File: config.mk
export PLATFORM = sky130hd
export DESIGN_NAME = updown_counter
export DESIGN_NICKNAME = d
export VERILOG_FILES = /design/src/rtl/updown_counter.sv
export SDC_FILE = /design/constraint.sdc
export NUM_CORES = 1
export LEC_CHECK = 0
export CORE_AREA = 4 4 41 43
export DETAILED_ROUTE_END_ITERATION = 8
export DIE_AREA = 0 0 45 47
export PLACE_DENSITY = 0.71
export RECOVER_POWER = 100
export REMOVE_ABC_BUFFERS = 1
export SLEW_MARGIN = 15
export SYNTH_ARGS = -nofsm -noshare
export SYNTH_HDL_FRONTEND = slang
export SYNTH_SLANG_ARGS = --single-unit
File: constraint.sdc
create_clock -name clk -period 2.3 [get_ports clk]
set_input_delay 0.46 -clock clk [delete_from_list [all_inputs] [get_ports clk]]
set_output_delay 0.46 -clock clk [all_outputs]
set_load 0.01 [all_outputs]
File: src/rtl/updown_counter.sv
// Loadable up/down counter with programmable modulus, terminal-count and wrap flags.
// Define COUNTER_SAT_EN to hold the count at a boundary step instead of wrapping.
module updown_counter #(
  parameter int unsigned WIDTH     = 5,
  parameter int unsigned MAX_VAL   = (1 << WIDTH) - 1,
  parameter int unsigned RESET_VAL = 0
) (
  input  logic             clk,
  input  logic             rst,
  input  logic             load,
  input  logic             en,
  input  logic             up,
  input  logic [WIDTH-1:0] cnt_in,
  output logic [WIDTH-1:0] cnt_out,
  output logic             tc,
  output logic             wrap
);

  localparam logic [WIDTH-1:0] MAX_W = WIDTH'(MAX_VAL);
  localparam logic [WIDTH-1:0] RST_W = WIDTH'(RESET_VAL);

  logic [WIDTH-1:0] cnt_q, cnt_d;
  logic             wrap_q, wrap_d;
  logic             at_max, at_zero, boundary;

  always_comb begin
    at_max   = (cnt_q == MAX_W);
    at_zero  = (cnt_q == '0);
    boundary = en & ((up & at_max) | (~up & at_zero));
    tc       = boundary & ~load;

    cnt_d  = cnt_q;
    wrap_d = 1'b0;
    if (load) begin
      cnt_d = (cnt_in > MAX_W) ? MAX_W : cnt_in;
    end else if (en) begin
      if (boundary) begin
        wrap_d = 1'b1;
`ifdef COUNTER_SAT_EN
        cnt_d = cnt_q;
`else
        cnt_d = up ? '0 : MAX_W;
`endif
      end else begin
        cnt_d = up ? (cnt_q + WIDTH'(1)) : (cnt_q - WIDTH'(1));
      end
    end
  end

  always_ff @(posedge clk or negedge rst) begin
    if (!rst) begin
      cnt_q  <= RST_W;
      wrap_q <= 1'b0;
    end else begin
      cnt_q  <= cnt_d;
      wrap_q <= wrap_d;
    end
  end

  assign cnt_out = cnt_q;
  assign wrap    = wrap_q;

endmodule

==> results <==
- Of the available clock period, the critical path in the final layout requires 0.939.
- For this run, the number of Yosys warnings is 0.
- The worst path required time is about 1.8 ns.
- After the last flow step, the layout net total stands at between 90 and 100.
- Relative to the synthesized area, the layout overhead comes to 50.5%.
- The worst path needs 2.16 ns of the cycle, external delays included.
- The deepest clock path buffer count is 2.
- The longest individual stage delay on the worst path is 0.63 ns.
- The die outline width is between 40 and 50 µm.
- The via count of the first global-routing pass is 498.
- The post-detailed-route via-to-cell ratio is 5.38.
- The final-report setup violation count is 0.
- The worst setup path is launched from an input pin.
- The worst setup path startpoint is en.
- Data on the critical path arrives at its endpoint at ~1.7 ns.
- The average cell area after synthesis is roughly 9 µm².
- Sorting the synthesized cells by area gives the leading types as dfrtp_1 30%, ha_1 7.4%, a21oi_1 5.0%.
- The die area is 2120 µm².
- Row generation in the floorplan step produced 13 rows.
- The maximum number of pins on one net before global-route repair is 12.
- TritonCTS created 3 clock buffers.
- The max-capacitance violation count is 0.
- TritonCTS built the clock tree.
- The average wire length per cell after detail routing is 13.5 µm.
- STA classifies the critical path endpoint as an output port.
- The library cell contributing the largest single delay on the critical path is dlygate4sd3_1.
- The number of nets with antenna violations after routing is 0.
- The number of slew-limit violations in the final report is 0.
- The fraction of post-synthesis cell area in the top cell type by area is 0.297.
- Once layout is complete, the cells apart from fillers number between 90 and 100.
- Across every metal layer, demand over resource in global routing totals 0.136.
- The largest delay contributor family on the critical path is buffers and inverters.
- The run finished with clean final reports.
- The utilization after layout is 0.585.
- The clock tree root driver cell is clkbuf_4.
- The clock net in this run drives a total of 6 sinks.
- The global placement routability congestion is between 0.8 and 0.9.
- The area of the mapped netlist is 505 µm².
- The hold buffer count at cts is 0.
- The worst pin sits at a relative slew slack of 0.809.
- In this run, distinct cell masters in the synthesized netlist total 31.
- For this run, the register share of the synthesized area comes to 0.297.
- For this configuration, the core starts out at a cell density of 0.388.
- The count of flip-flops with a built-in enable after synthesis is 0.
- For this block, the initial DRC count from the detailed router was 5.
- Clock latency on the worst-skew pair, taken at its later pin, is roughly 0.24 ns.
- Setup repair after global routing left no endpoint under its margin.
- The signal on the critical path passes through dlygate4sd3_1 > nand4_1 > a21oi_1 > dlygate4sd2_1.
- The die extent in y is about 47 µm.
- The accumulated negative setup slack is 0 ns.
- The number of buffers and inverters on the critical path is 2.
- In this run the static leakage power is 0.000332 µW.
- The count of final hold-check violations is 0.
- The detailed-routing iteration count for the pre-antenna-repair pass is 4.
- In the synthesized netlist, the number of instances is 56.
- In the final layout, the share of cells above drive strength 1 is 0.210.
- During I/O placement, the number of pins put on the boundary was 17.
- The total overflow left after global routing is 0.
- Power spread over the standard cell area amounts to roughly 560 nW/µm².
- The count of placed standard cells including taps is 92.
- After synthesis, the most frequently instantiated cells are 6 x dfrtp_1, 5 x a21oi_1, 4 x nor2_1.
- The initial antenna violation count is 0.
- Along the worst path, the maximum fanout reaches 4.
- The critical path is of the input pin to output port type.
- The placed wire-length estimate is 1000 µm.
- The first-pass GRT wire length is approximately 2100 µm.
- The number of buffers inserted by port buffering is 16.
- The total core area is between 1000 and 1500 µm².
- CTS built an H-tree with a depth of 1.
- The launch instance of the worst register-to-register path is cnt_out[0].
- The worst hold-check path type is input pin to asynchronous set/reset pin.
- In this run, synthesis produced a sequential element count of 6.
- For the pin with the worst max-slew slack, the measured transition is around 0.29 ns.
- The achievable frequency is about 460 MHz.
- The register clock-pin slew on the reported worst setup and hold paths is ~0.050 ns.
- The most area-hungry cell type in the Yosys netlist is dfrtp_1.
- For this block, the routed nets add up to ~1300 µm of wire.
- For this run, the leading register cell type out of synthesis is dfrtp_1.
- The vias after detailed routing is ~520.
- After detailed routing, the number of remaining DRC violations is 0.
- The layout has around 130 filler cells.
- After synthesis, the share of flip-flops with an asynchronous set or reset is 1.00.
- In the post-synthesis netlist, the cell with the most instances is dfrtp_1.
- On the final layout, the worst clock skew is around 0.0024 ns.
- The maximum vdd ir drop is between 0.2 and 0.25 mV.
- The repair_antennas step left the layout with diodes totalling 0.
[worst reg2reg max path, cell delays in order (launching register included)]
cell      delay (ns)
dfrtp_1         0.50
inv_1           0.10
fa_1            0.41
nand2b_1        0.17
a21o_1          0.19
a211o_1         0.29
o22ai_1         0.15
[area by class of cell]
type	count	area, µm²	area share
clock buffers	3	22.5	0.0296
flip-flops and latches	6	150	0.197
inverters	3	11.3	0.0148
well taps	15	18.8	0.0247
repair buffers	25	226	0.298
multi-input cells	44	332	0.436
[registers in the layout, indices dropped and copies added, names as in the netlist]
name     cells
wrap         1
cnt_out      5
[repair_timing]
item | 4_1_cts | 5_1_grt
resized for setup | 3 | 0
buffers inserted | 1 | 0
setup endpoints to repair | 1 | 0
[layout by cell type, fill, tap and decap left out, types with 2 or more instances in the layout]
| cell | count |
|---|---|
| a211oi_1 | 3 |
| a21oi_1 | 5 |
| a31oi_1 | 2 |
| buf_4 | 8 |
| clkbuf_4 | 4 |
| clkdlybuf4s50_1 | 8 |
| dfrtp_1 | 6 |
| dlygate4sd3_1 | 7 |
| ha_1 | 3 |
| inv_1 | 3 |
| nand2_1 | 3 |
| nor2_1 | 4 |
| o211ai_1 | 2 |
| o21ai_0 | 2 |
| xor2_1 | 2 |
[per-stage QoR]
stage / total power [µW] / hold slack [ns] / setup slack (ns) / area, µm²
5_1_grt: 458 / 0.546 / 0.0652 / 761
2_1_floorplan: 239 / 0.164 / 0.493 / 493
4_1_cts: 439 / 0.459 / 0.161 / 764
6_report: 427 / 0.532 / 0.141 / 761
3_5_place_dp: 335 / 0.649 / -0.0889 / 732
3_3_place_gp: 331 / 0.643 / -0.0660 / 732
[report_power, final]
part	internal [µW]	leakage [µW]	switching, µW
clock	59.0	0.0000138	37.1
combinational	101	0.000244	80.4
sequential	121	0.0000741	28.2
[path summary, 6_finish.rpt]
path / end / slack, ns / depth (start not counted)
worst min-delay path: cnt_out[3] / 0.53 / 1
worst max register to register: cnt_out[4] / 0.43 / 6
worst min register to register: cnt_out[4] / 0.65 / 2
min in group clk: cnt_out[4] / 0.65 / 2
max in group asynchronous: cnt_out[0] / 1.55 / 1
worst max-delay path: tc / 0.14 / 4
[kinds of logic (layout without fill, tap and decap cells)]
family,Yosys count,in the layout,share of synthesized area
simple gates,17,17,0.225
fa+ha+maj,4,4,0.114
buf+inv,6,31,0.0470
xor+xnor,3,3,0.0520
mux,1,1,0.0198
flops,6,6,0.297
compound gates,19,19,0.245
[metal layers]
metal  track usage  vias to the layer above  part of all wire  routed length [µm]
met3       0.00383                        0             0.040                  52
met5             0                        -                 0                   0
met4        0.0702                        0                 0                   0
met1         0.179                      248              0.44                 574
li1              -                      255                 -                   -
met2         0.229                       13              0.52                 667
Power figures use the tool's default switching activity.
